**config.mk**
```make
export PLATFORM = sky130hd
export DESIGN_NAME = bcd_to_binary_seq_flat
export DESIGN_NICKNAME = d
export VERILOG_FILES = /design/src/rtl/bcd_pkg.sv /design/src/rtl/bcd_to_binary_seq_if.sv /design/src/rtl/bcd_mac10.sv /design/src/rtl/bcd_to_binary_seq.sv /design/src/flat_wrapper.sv
export SDC_FILE = /design/constraint.sdc
export NUM_CORES = 1
export LEC_CHECK = 0
export BUFFER_PORTS_ARGS = -buffer_cell sky130_fd_sc_hd__buf_4
export CORE_ASPECT_RATIO = 0.7
export CORE_MARGIN = 1.5
export CORE_UTILIZATION = 32
export DETAILED_ROUTE_END_ITERATION = 10
export PLACE_DENSITY = 0.49
export REMOVE_ABC_BUFFERS = 1
export SLEW_MARGIN = 10
export SYNTH_ARGS = -nofsm -noshare
export SYNTH_HDL_FRONTEND = slang
export SYNTH_SLANG_ARGS = --single-unit
```
**constraint.sdc**
```tcl
create_clock -name Clk -period 3.55 [get_ports Clk]
set_clock_uncertainty 0.05 [all_clocks]
set_input_delay 0.1775 -clock Clk [delete_from_list [all_inputs] [get_ports Clk]]
set_output_delay 0.1775 -clock Clk [all_outputs]
set_load 0.01 [all_outputs]
```
**src/rtl/bcd_pkg.sv**
```systemverilog
// ---------------------------------------------------------------------------
// bcd_pkg
// Shared definitions for the BCD <-> binary converter family.
//   state_t   : converter FSM states (IDLE, CONVERT, DONE)
//   DIGIT_W   : bits per packed BCD digit
//   digit_lsb : bit position of digit idx inside a packed BCD vector
//               (digit 0 = least significant digit at bits [3:0])
// ---------------------------------------------------------------------------
package bcd_pkg;

  localparam int DIGIT_W = 4;

  typedef enum logic [1:0] {
    IDLE    = 2'd0,
    CONVERT = 2'd1,
    DONE    = 2'd2
  } state_t;

  function automatic int unsigned digit_lsb(input int unsigned idx);
    return idx * DIGIT_W;
  endfunction

endpackage

```
**src/rtl/bcd_to_binary_seq_if.sv**
```systemverilog
// ---------------------------------------------------------------------------
// bcd_to_binary_seq_if
// Request/result bundle of the sequential BCD-to-binary converter.
//   enable   : start request (sampled only while the converter is idle)
//   bcd_in   : NUM_DIGITS packed BCD digits, digit 0 in bits [3:0]
//   data     : binary result, held until the next completion
//   busy     : conversion in progress (CONVERT or DONE)
//   done     : one-cycle pulse, result valid
//   overflow : result did not fit in BIN_WIDTH bits
//   error    : invalid digit seen (only with BCD_DIGIT_CHECK_EN, else 0)
// Modports: master = requester side, slave = converter side.
// ---------------------------------------------------------------------------
interface bcd_to_binary_seq_if
  import bcd_pkg::*;
#(
  parameter int NUM_DIGITS = 11,
  parameter int BIN_WIDTH  = 36
);

  logic                          enable;
  logic [NUM_DIGITS*DIGIT_W-1:0] bcd_in;
  logic [BIN_WIDTH-1:0]          data;
  logic                          busy;
  logic                          done;
  logic                          overflow;
  logic                          error;

  modport master (
    output enable, bcd_in,
    input  data, busy, done, overflow, error
  );

  modport slave (
    input  enable, bcd_in,
    output data, busy, done, overflow, error
  );

endinterface

```
**src/rtl/bcd_mac10.sv**
```systemverilog
// ---------------------------------------------------------------------------
// bcd_mac10
// Combinational multiply-by-ten-and-add step: result = acc*10 + digit,
// built as (acc<<3)+(acc<<1) so no multiplier is inferred.
// Optional macro BCD_DIGIT_CHECK_EN adds a digit_valid output (digit <= 9).
//   acc         : running accumulator (ACC_W bits, unsigned)
//   digit       : next BCD digit
//   result      : acc*10 + digit, truncated to ACC_W bits
//   digit_valid : (BCD_DIGIT_CHECK_EN only) digit is a legal decimal digit
// ---------------------------------------------------------------------------
module bcd_mac10
  import bcd_pkg::*;
#(
  parameter int ACC_W = 40
) (
  input  logic [ACC_W-1:0]   acc,
  input  logic [DIGIT_W-1:0] digit,
  output logic [ACC_W-1:0]   result
`ifdef BCD_DIGIT_CHECK_EN
  ,
  output logic               digit_valid
`endif
);

  assign result = (acc << 3) + (acc << 1) + ACC_W'(digit);

`ifdef BCD_DIGIT_CHECK_EN
  assign digit_valid = (digit <= DIGIT_W'(9));
`endif

endmodule

```
**src/rtl/bcd_to_binary_seq.sv**
```systemverilog
// ---------------------------------------------------------------------------
// bcd_to_binary_seq
// Sequential BCD-to-binary converter. Consumes one digit per clock, most
// significant first, using acc = acc*10 + digit. A conversion takes
// NUM_DIGITS CONVERT cycles plus one DONE cycle; back-to-back throughput is
// one result per NUM_DIGITS+2 cycles (one IDLE cycle between conversions).
// Optional macro BCD_DIGIT_CHECK_EN: flag digits > 9, force data/overflow
// to 0 and raise error for that result. Without it error is constant 0.
// Ports:
//   Clk   : rising-edge clock
//   Reset : asynchronous active-high reset
//   bus   : bcd_to_binary_seq_if slave (enable, bcd_in, data, busy, done,
//           overflow, error)
// ---------------------------------------------------------------------------
module bcd_to_binary_seq
  import bcd_pkg::*;
#(
  parameter int NUM_DIGITS = 11,
  parameter int BIN_WIDTH  = 36
) (
  input  logic                 Clk,
  input  logic                 Reset,
  bcd_to_binary_seq_if.slave   bus
);

  // Four guard bits keep the accumulator exact for any legal configuration;
  // they are what the overflow flag inspects.
  localparam int ACC_W   = BIN_WIDTH + 4;
  localparam int BCD_W   = NUM_DIGITS * DIGIT_W;
  localparam int CNT_W   = (NUM_DIGITS > 1) ? $clog2(NUM_DIGITS) : 1;
  localparam int MSD_LSB = int'(digit_lsb(NUM_DIGITS - 1));
  localparam logic [CNT_W-1:0] LAST_CNT = CNT_W'(NUM_DIGITS - 1);

  state_t             state_reg;
  state_t             state_next;
  logic [BCD_W-1:0]   shift_reg;
  logic [ACC_W-1:0]   acc_reg;
  logic [CNT_W-1:0]   count_reg;
  logic [BIN_WIDTH-1:0] data_reg;
  logic               overflow_reg;

  logic               capture;
  logic               step;
  logic               finish;
  logic               busy;
  logic               done;

  logic [DIGIT_W-1:0] msd;
  logic [ACC_W-1:0]   mac_result;

  // The digit to consume is always at the top of the shift register.
  assign msd = shift_reg[MSD_LSB +: DIGIT_W];

`ifdef BCD_DIGIT_CHECK_EN
  logic digit_valid;
  logic flag_reg;
  logic error_reg;
  logic bad_result;

  // The last digit is checked in the same cycle it is consumed, so it must
  // be folded in combinationally rather than waiting for flag_reg.
  assign bad_result = flag_reg | ~digit_valid;

  bcd_mac10 #(
    .ACC_W (ACC_W)
  ) u_mac (
    .acc         (acc_reg),
    .digit       (msd),
    .result      (mac_result),
    .digit_valid (digit_valid)
  );
`else
  bcd_mac10 #(
    .ACC_W (ACC_W)
  ) u_mac (
    .acc    (acc_reg),
    .digit  (msd),
    .result (mac_result)
  );
`endif

  // -------------------------------------------------------------------------
  // FSM state register
  // -------------------------------------------------------------------------
  always_ff @(posedge Clk or posedge Reset) begin
    if (Reset) begin
      state_reg <= IDLE;
    end else begin
      state_reg <= state_next;
    end
  end

  // -------------------------------------------------------------------------
  // FSM next-state and control decode
  // -------------------------------------------------------------------------
  always_comb begin
    state_next = state_reg;
    capture    = 1'b0;
    step       = 1'b0;
    finish     = 1'b0;
    busy       = 1'b0;
    done       = 1'b0;
    case (state_reg)
      IDLE: begin
        if (bus.enable) begin
          capture    = 1'b1;
          state_next = CONVERT;
        end
      end
      CONVERT: begin
        busy = 1'b1;
        step = 1'b1;
        if (count_reg == LAST_CNT) begin
          finish     = 1'b1;
          state_next = DONE;
        end
      end
      DONE: begin
        busy       = 1'b1;
        done       = 1'b1;
        state_next = IDLE;
      end
      default: begin
        state_next = IDLE;
      end
    endcase
  end

  // -------------------------------------------------------------------------
  // Datapath: shift register, accumulator, digit counter, result registers
  // -------------------------------------------------------------------------
  always_ff @(posedge Clk or posedge Reset) begin
    if (Reset) begin
      shift_reg    <= '0;
      acc_reg      <= '0;
      count_reg    <= '0;
      data_reg     <= '0;
      overflow_reg <= 1'b0;
    end else begin
      if (capture) begin
        shift_reg <= bus.bcd_in;
        acc_reg   <= '0;
        count_reg <= '0;
      end
      if (step) begin
        acc_reg   <= mac_result;
        shift_reg <= shift_reg << DIGIT_W;
        count_reg <= count_reg + CNT_W'(1);
      end
      if (finish) begin
`ifdef BCD_DIGIT_CHECK_EN
        if (bad_result) begin
          data_reg     <= '0;
          overflow_reg <= 1'b0;
        end else begin
          data_reg     <= mac_result[BIN_WIDTH-1:0];
          overflow_reg <= |mac_result[ACC_W-1:BIN_WIDTH];
        end
`else
        data_reg     <= mac_result[BIN_WIDTH-1:0];
        overflow_reg <= |mac_result[ACC_W-1:BIN_WIDTH];
`endif
      end
    end
  end

`ifdef BCD_DIGIT_CHECK_EN
  // Sticky invalid-digit flag for the conversion in flight.
  always_ff @(posedge Clk or posedge Reset) begin
    if (Reset) begin
      flag_reg  <= 1'b0;
      error_reg <= 1'b0;
    end else begin
      if (capture) begin
        flag_reg <= 1'b0;
      end else if (step) begin
        flag_reg <= bad_result;
      end
      if (finish) begin
        error_reg <= bad_result;
      end
    end
  end

  assign bus.error = error_reg;
`else
  assign bus.error = 1'b0;
`endif

  assign bus.data     = data_reg;
  assign bus.overflow = overflow_reg;
  assign bus.busy     = busy;
  assign bus.done     = done;

endmodule

```
**src/flat_wrapper.sv**
```systemverilog
// flat-port wrapper written by rule: the top's interface ports become plain ports
module bcd_to_binary_seq_flat import bcd_pkg::*;
#(
  parameter int NUM_DIGITS = 11,
  parameter int BIN_WIDTH  = 36
)
  (Clk, Reset, bus_enable, bus_bcd_in, bus_data, bus_busy, bus_done, bus_overflow, bus_error);
  bcd_to_binary_seq_if #(.NUM_DIGITS(NUM_DIGITS), .BIN_WIDTH(BIN_WIDTH)) bus_i ();
  input  logic Clk;
  input  logic Reset;
  input wire logic [$bits(bus_i.enable)-1:0] bus_enable;
  input wire logic [$bits(bus_i.bcd_in)-1:0] bus_bcd_in;
  output wire logic [$bits(bus_i.data)-1:0] bus_data;
  output wire logic [$bits(bus_i.busy)-1:0] bus_busy;
  output wire logic [$bits(bus_i.done)-1:0] bus_done;
  output wire logic [$bits(bus_i.overflow)-1:0] bus_overflow;
  output wire logic [$bits(bus_i.error)-1:0] bus_error;
  assign bus_i.enable = bus_enable;
  assign bus_i.bcd_in = bus_bcd_in;
  assign bus_data = bus_i.data;
  assign bus_busy = bus_i.busy;
  assign bus_done = bus_i.done;
  assign bus_overflow = bus_i.overflow;
  assign bus_error = bus_i.error;
  bcd_to_binary_seq #(.NUM_DIGITS(NUM_DIGITS), .BIN_WIDTH(BIN_WIDTH)) u_core (.Clk(Clk), .Reset(Reset), .bus(bus_i));
endmodule
```
==> summary.md, run 1 <==
| Metric | Value |
|---|---|
| Share of cells above drive strength 1 | `around 17%` |
| Clk slew on worst S/H paths | `0.06 ns` |
| Number of max-cap violations | `0` |
| CTS tree | `yes` |
| Critical Path Max Stage Delay | `0.54 ns` |
| Total Power | `about 9.4 mW` |
| Residual DRC count | `0` |
| Synth Instances | `822` |
| Crit path launch type | `register` |
| GPL Wtd Cong | `approximately 0.86` |
| Async SR Flop Fraction | `100%` |
| Post-synth EDFFs | `0` |
| Clk Latency, worst-skew pair | `0.43 ns` |
| Ranking of synthesized cells by area | `dfrtp_1 (41%), ha_1 (13%), o21ai_0 (7.3%)` |
| First-pass GRT wire length | `roughly 33000 um` |
| Setup-failing EPs final | `0` |
| Max VDD drop | `0.418 mV` |
| Final worst path period need | `between 3 and 4 ns` |
| Final ANT Viol Nets | `0` |
| Initial antenna violation count | `0` |
| Unrepaired setup endpoints after global routing | `no` |
| Pin count of the biggest net entering global routing | `~110` |
| Setup TNS | `0 ns` |
| Crit Path Max Fanout | `4` |
| Wire per inst | `15.5 um` |
| Fin crit share | `94.8%` |
| Final Cell Area | `0.00970 mm2` |
| Max clock buf depth | `2` |
| FF-to-FF setup slack | `approximately 0.18 ns` |
| Initial Util | `32.6%` |
| Critical R2R Launch | `u_core.acc_reg[0]` |
| Synth Warn # | `0` |
| H-tree lvl count | `4` |
| Synth Flop Type | `dfrtp_1` |
| Ant diodes | `0` |
| Critical path arrival | `3.68 ns` |
| Pre-antenna DRT Iters | `4` |
| DR vias | `6288` |
| All-Layer GR Usage | `16.5%` |
| TritonCTS Buffers | `17` |
| Library cells used by synthesis | `60` |
| Critical path class | `register to register` |
| Core ar. | `0.0236 mm2` |
| Peak Freq | `~0.3 GHz` |
| Area Growth Syn to Fin | `25.7%` |
| Max reg flops | `44` |
| CP startpoint | `u_core.acc_reg[0]` |
| Avg Cell Area, Syn | `9.38 um2` |
| Placed instance count | `1196` |
| Die area | `0.0251 mm2` |
| DRT iter0 DRCs | `399` |
| PwrDens | `between 900 and 1000 mW/mm2` |
| FP Rows | `47` |
| Synth top cells by count | `nand2_1 (129), dfrtp_1 (126), o21ai_0 (113)` |
| Worst slew margin | `33.7%` |
| Cell area after synthesis | `about 0.0077 mm2` |
| LEAKAGE | `4.60 nW` |
| Data required, critical path | `3.87 ns` |
| Yosys top cell by area | `dfrtp_1` |
| Post-Layout Cell Count | `between 1000 and 1500` |
| Clock Tree Root | `clkbuf_16` |
| Final Hold Fails | `0` |
| Run status | `finished, final reports clean` |
| Placed inst area | `0.00872 mm2` |
| Area of the multi-input gates | `about 0.0044 mm2` |
| Worst hold path endpoint | `u_core.shift_reg[42]` |
| Worst Reg-to-Reg Cells | `13` |
| IO buf count | `between 80 and 90` |
| Least-Margin Pin Slew | `a little under 1 ns` |
| Reg area | `between 0.003 and 0.004 mm2` |
| Filler cell count | `2391` |
| Top cell type's share of synthesized area | `40.9%` |
| Slowest CP cell | `fa_1` |
| Pins over their slew limit | `0` |
| Clk sinks | `about 130` |
| Nets | `1065` |
| Avg Vias per Cell | `between 4 and 5` |
| Hold Crit Start | `bus_bcd_in[42]` |
| FF+latch count, synth | `approximately 130` |
| Min-Delay Path Depth | `3` |
| Die Width | `189 um` |
| Vias in the first global route | `6161` |
| DP Wirelength | `13600 um` |
| Worst R2R End | `u_core.bus.data[32]` |
| Die height | `approximately 130 um` |
| CP Cell Sequence | `inv_2, fa_1, inv_2, fa_2, a21o_1, a221oi_4, o211ai_2, nand4_2, a31oi_4, o31ai_4, a211oi_2, or4_1, nand3_1` |
| Hold Crit Class | `input pin to register` |
| Top cell by count, worst path | `inv_2` |
| Top Ports | `87` |
| Global route overflow | `0` |
| Top-count cell post-synth | `nand2_1` |
| CP endpoint kind | `register` |
| Seq/Total Area, Yosys | `40.9%` |
| Post-Route WL | `19600 um` |
## worst max path at each step
stage,cells past startpoint,slack (ns),to
finish,13,0.18,u_core.bus.data[32]
global route,13,0.002,u_core.acc_reg[22]
CTS,13,0.04,u_core.bus.overflow
detailed placement,13,0.03,u_core.bus.overflow
global placement,13,0.03,u_core.acc_reg[22]
floorplan,6,-1.38,u_core.bus.data[32]
## repair_timing
item / CTS / global route
pin swaps: 0 / 15
hold buffers: 37 / 0
setup endpoints to repair: 1 / 19
setup buffers: 0 / 2
endpoints found under the hold margin: 105 / 0
gates resized for setup: 1 / 13
## placed cells by master, fill, tap and decap left out, types with 4 or more instances in the layout
cell type and instances:
a21oi_1 36, nor2_1 25, o21ai_0 111, dlygate4sd3_1 37, clkinv_2 5, xnor2_1 20
o21bai_1 10, nand3_1 32, a21o_1 20, and3_1 5, o21ai_1 10, nand2_1 128
a31oi_1 4, nand4_1 7, o22ai_1 15, xor2_1 14, mux2i_1 41, clkbuf_16 17
ha_1 78, mux2_2 6, o21a_1 4, buf_4 100, a211oi_1 6, dfrtp_1 126
inv_1 18
## final cells by class
| type | count | share of cell area [%] |
|---|---|---|
| well taps | 318 | 4.10 |
| clock inverters | 7 | 0.658 |
| repair buffers | 138 | 11.8 |
| clock buffers | 23 | 4.93 |
| flip-flops and latches | 126 | 32.5 |
| inverters | 23 | 0.942 |
| multi-input cells | 630 | 45.1 |
## per-stage QoR
| stage | util (%) | hold slack (ns) | worst slack [ns] |
|---|---|---|---|
| 2_1_floorplan | - | 0.258 | -1.38 |
| 3_3_place_gp | 36.9 | 0.387 | 0.0280 |
| 3_5_place_dp | 36.9 | 0.396 | 0.0253 |
| 4_1_cts | 40.8 | 0.000820 | 0.0398 |
| 5_1_grt | 41.0 | 0.0304 | 0.00162 |
| 6_report | 41.0 | 0.00639 | 0.183 |
## layer usage
metal  track usage, %  share of wire (%)  vias to the layer above
li1                 -                  -                     3179
met1             25.2                 55                     2963
met2             22.3                 39                      124
met3             3.82                4.4                       22
met4             5.82                1.5                        0
met5                0                  0                        -
## power by group
part	switching, mW	internal [mW]
logic	3.05	2.12
registers	0.451	2.09
clock network	0.657	1.00
total	4.16	5.21
## worst max-delay path, delay by kind of cell, from the launching register on
kind	cells	cell delay, ns
adders and majority gates	2	0.87
and+or+nand+nor	3	0.70
buffers and inverters	2	0.11
DFF	1	0.35
AOI/OAI and AO/OA	6	1.21
## cell families (layout without fill, tap and decap cells)
kind of cell | count (synthesis) | count (layout) | share of synthesized area [%]
muxes | 47 | 47 | 6.20
xor gates and xnor gates | 34 | 34 | 3.86
and+or+nand+nor | 218 | 218 | 12.3
other | 1 | 1 | 0.0486
DFF | 126 | 126 | 40.9
AOI/OAI and AO/OA | 248 | 248 | 20.0
buffers and inverters | 66 | 191 | 3.26
adders and majority gates | 82 | 82 | 13.5
Note: power is estimated with default switching activity, not from simulation.
==> run 2, diff against run 1 <==
CTS_BUF_LIST = sky130_fd_sc_hd__clkbuf_4 sky130_fd_sc_hd__clkbuf_8   (was unset)
==> run 2 against run 1 <==
Register-to-register slack about the same. Sequential cell count unchanged. Combinational power about the same. Clock-buffer cell count unchanged. Global-route usage decreased by 0.063 points. Design area decreased by 0.85%. Die area unchanged. Clock power decreased by 27%. Maximum frequency about the same. Cell count increased by 0.79%. Sequential share of layout area increased by 0.28 points. Largest power group unchanged.
==> summary.md, run 2 (same netlist as run 1, synthesis figures left out) <==
| Metric | Value |
|---|---|
| CP Cell Sequence | `inv_2, fa_1, inv_2, fa_2, a21o_1, a221oi_4, o211ai_2, nand4_2, a31oi_4, o31ai_4, a211oi_2, or3_1, a31o_1` |
| Worst slew margin | `33.7%` |
| Pins over their slew limit | `0` |
| Residual DRC count | `0` |
| Initial antenna violation count | `0` |
| Clk Latency, worst-skew pair | `0.49 ns` |
| Clock Tree Root | `clkbuf_8` |
| Critical path class | `register to register` |
| Number of max-cap violations | `0` |
| Wire length on met1 | `10900 um` |
| Critical Path End | `u_core.acc_reg[32]` |
| Hold Crit Class | `input pin to asynchronous set/reset pin` |
| Initial Util | `32.6%` |
| IO buf count | `85` |
| LEAKAGE | `4.56 nW` |
| H-tree lvl count | `4` |
| Wire per inst | `15.5 um` |
| Clk slew on worst S/H paths | `0.07 ns` |
| Critical path arrival | `3.69 ns` |
| Final Hold Fails | `0` |
| DRT iter0 DRCs | `427` |
| Clk sinks | `126` |
| Detailed route wirelength on metal3 | `853 um` |
| Max VDD drop | `a little under 0.3 mV` |
| Global route overflow | `0` |
| Fin crit share | `94.9%` |
| Crit path launch type | `register` |
| Slowest CP cell | `fa_1` |
| Avg Vias per Cell | `4.95` |
| Area Growth Syn to Fin | `24.7%` |
| Crit Path Max Fanout | `4` |
| Die area | `0.0251 mm2` |
| Nets | `1075` |
| NetSw | `4.11 mW` |
| Unrepaired setup endpoints after global routing | `yes` |
| Die height | `133 um` |
| DR vias | `~6300` |
| CTS tree | `yes` |
| WP depth | `13` |
| Peak Freq | `0.297 GHz` |
| Critical Path Max Stage Delay | `approximately 0.54 ns` |
| All-Layer GR Usage | `around 16%` |
| Most frequent cells in the layout | `nand2_1 (128), dfrtp_1 (126), o21ai_0 (111)` |
| Buf/Inv on CP | `2` |
| Final ANT Viol Nets | `0` |
| Net Sw Frac | `46.0%` |
| Pin count of the biggest net entering global routing | `~110` |
| Least-Margin Pin Slew | `between 0.9 and 1 ns` |
| Die Width | `about 190 um` |
| Clk network pwr share | `13.7%` |
| Filler cell count | `2415` |
| Post-Route WL | `19700 um` |
| Sequential share of power | `roughly 28%` |
| Util after Layout | `40.7%` |
| PwrDens | `929 mW/mm2` |
| CP endpoint kind | `register` |
| Internal power | `4.83 mW` |
| Run status | `finished, final reports clean` |
| Max clock buf depth | `2` |
| Ant diodes | `0` |
| Final Cell Area | `0.00961 mm2` |
| Top Metal Used | `met4` |
| Worst Reg-to-Reg Cells | `13` |
| FP Rows | `47` |
| Combinational share of power | `57.9%` |
| CP top delay family | `compound AO/OA/AOI/OAI gates` |
| Worst R2R End | `u_core.acc_reg[32]` |
| Commonest non-fill, non-tap cell in the layout | `nand2_1` |
| Setup WS pre-CTS | `approximately 0.025 ns` |
| Max reg flops | `44` |
| Share of cells above drive strength 1 | `17.2%` |
| GPL Wtd Cong | `about 0.86` |
| Setup-failing EPs final | `0` |
| Top Ports | `between 80 and 90` |
| CP startpoint | `u_core.acc_reg[0]` |
| Vias in the first global route | `6137` |
| DP Wirelength | `13600 um` |
| Top cell by count, worst path | `inv_2` |
| Pre-antenna DRT Iters | `4` |
| Setup TNS | `0 ns` |
| First-pass GRT wire length | `32700 um` |
| Placed inst area | `0.00872 mm2` |
| Data required, critical path | `3.87 ns` |
| FF-to-FF setup slack | `0.18 ns` |
| Final worst path period need | `3.37 ns` |
| Core ar. | `0.0236 mm2` |
| Worst Slack Setup Final | `0.181 ns` |
| Routed wl met2 | `7680 um` |
| TritonCTS Buffers | `17` |
| Critical R2R Launch | `u_core.acc_reg[0]` |
==> run 2: through the flow <==
| stage | std cells | total power [mW] | hold slack, ns |
|---|---|---|---|
| global placement | 1196 | 7.62 | 0.387 |
| global route | 1275 | 9.79 | 0.457 |
| detailed placement | 1196 | 7.62 | 0.396 |
| CTS | 1272 | 8.95 | 0.424 |
| floorplan | 779 | 6.04 | 0.258 |
| finish | 1275 | 8.93 | 0.428 |
==> run 2: layer usage <==
layer  GRT usage (%)  vias up
met2            22.0      106
met4            4.89        0
met1            25.5     3000
li1                -     3188
met5               0        -
met3            4.14       20
==> run 2: power by group through the flow <==
stage / Combinational [mW] / Clock [mW] / Sequential (mW)
CTS: 5.14 / 1.27 / 2.54
global route: 5.84 / 1.33 / 2.63
floorplan: 3.53 / 0 / 2.51
global placement: 5.06 / 0 / 2.56
detailed placement: 5.06 / 0 / 2.55
finish: 5.17 / 1.22 / 2.53
==> run 2: area by class of cell <==
type / count / area (um2) / area share, %
tap: 318 / 398 / 4.14
multi-input combinational: 630 / 4370 / 45.5
timing repair buffer: 148 / 1240 / 12.9
inverter: 23 / 91.3 / 0.950
sequential: 126 / 3150 / 32.8
clock inverter: 7 / 63.8 / 0.664
clock buffer: 23 / 298 / 3.10
==> run 2: worst min-delay path by stage <==
| stage | to | slack, ns | depth (start not counted) |
|---|---|---|---|
| 4_1_cts | u_core.shift_reg[1] | 0.42 | 4 |
| 6_report | u_core.shift_reg[11] | 0.43 | 3 |
| 5_1_grt | u_core.bus.data[25] | 0.46 | 2 |
| 2_1_floorplan | u_core.shift_reg[0] | 0.26 | 2 |
| 3_5_place_dp | u_core.shift_reg[2] | 0.40 | 3 |
| 3_3_place_gp | u_core.shift_reg[1] | 0.39 | 3 |
==> run 2: timing repair <==
item                                   4_1_cts  5_1_grt
buffers inserted                             0        3
setup endpoints to repair                    1       19
pin swaps                                    0       14
endpoints found under the hold margin      148        0
hold buffers                                46        0
gates resized for setup                      1       13
==> run 2: worst register-to-register path, delay by kind of cell, from the launching register on <==
family | cells | cell delay, ns
AO/OA/AOI/OAI | 7 | 1.43
adder cells (fa/ha/maj) | 2 | 0.87
AND/OR/NAND/NOR | 2 | 0.45
flip-flops | 1 | 0.36
buffers and inverters | 2 | 0.11
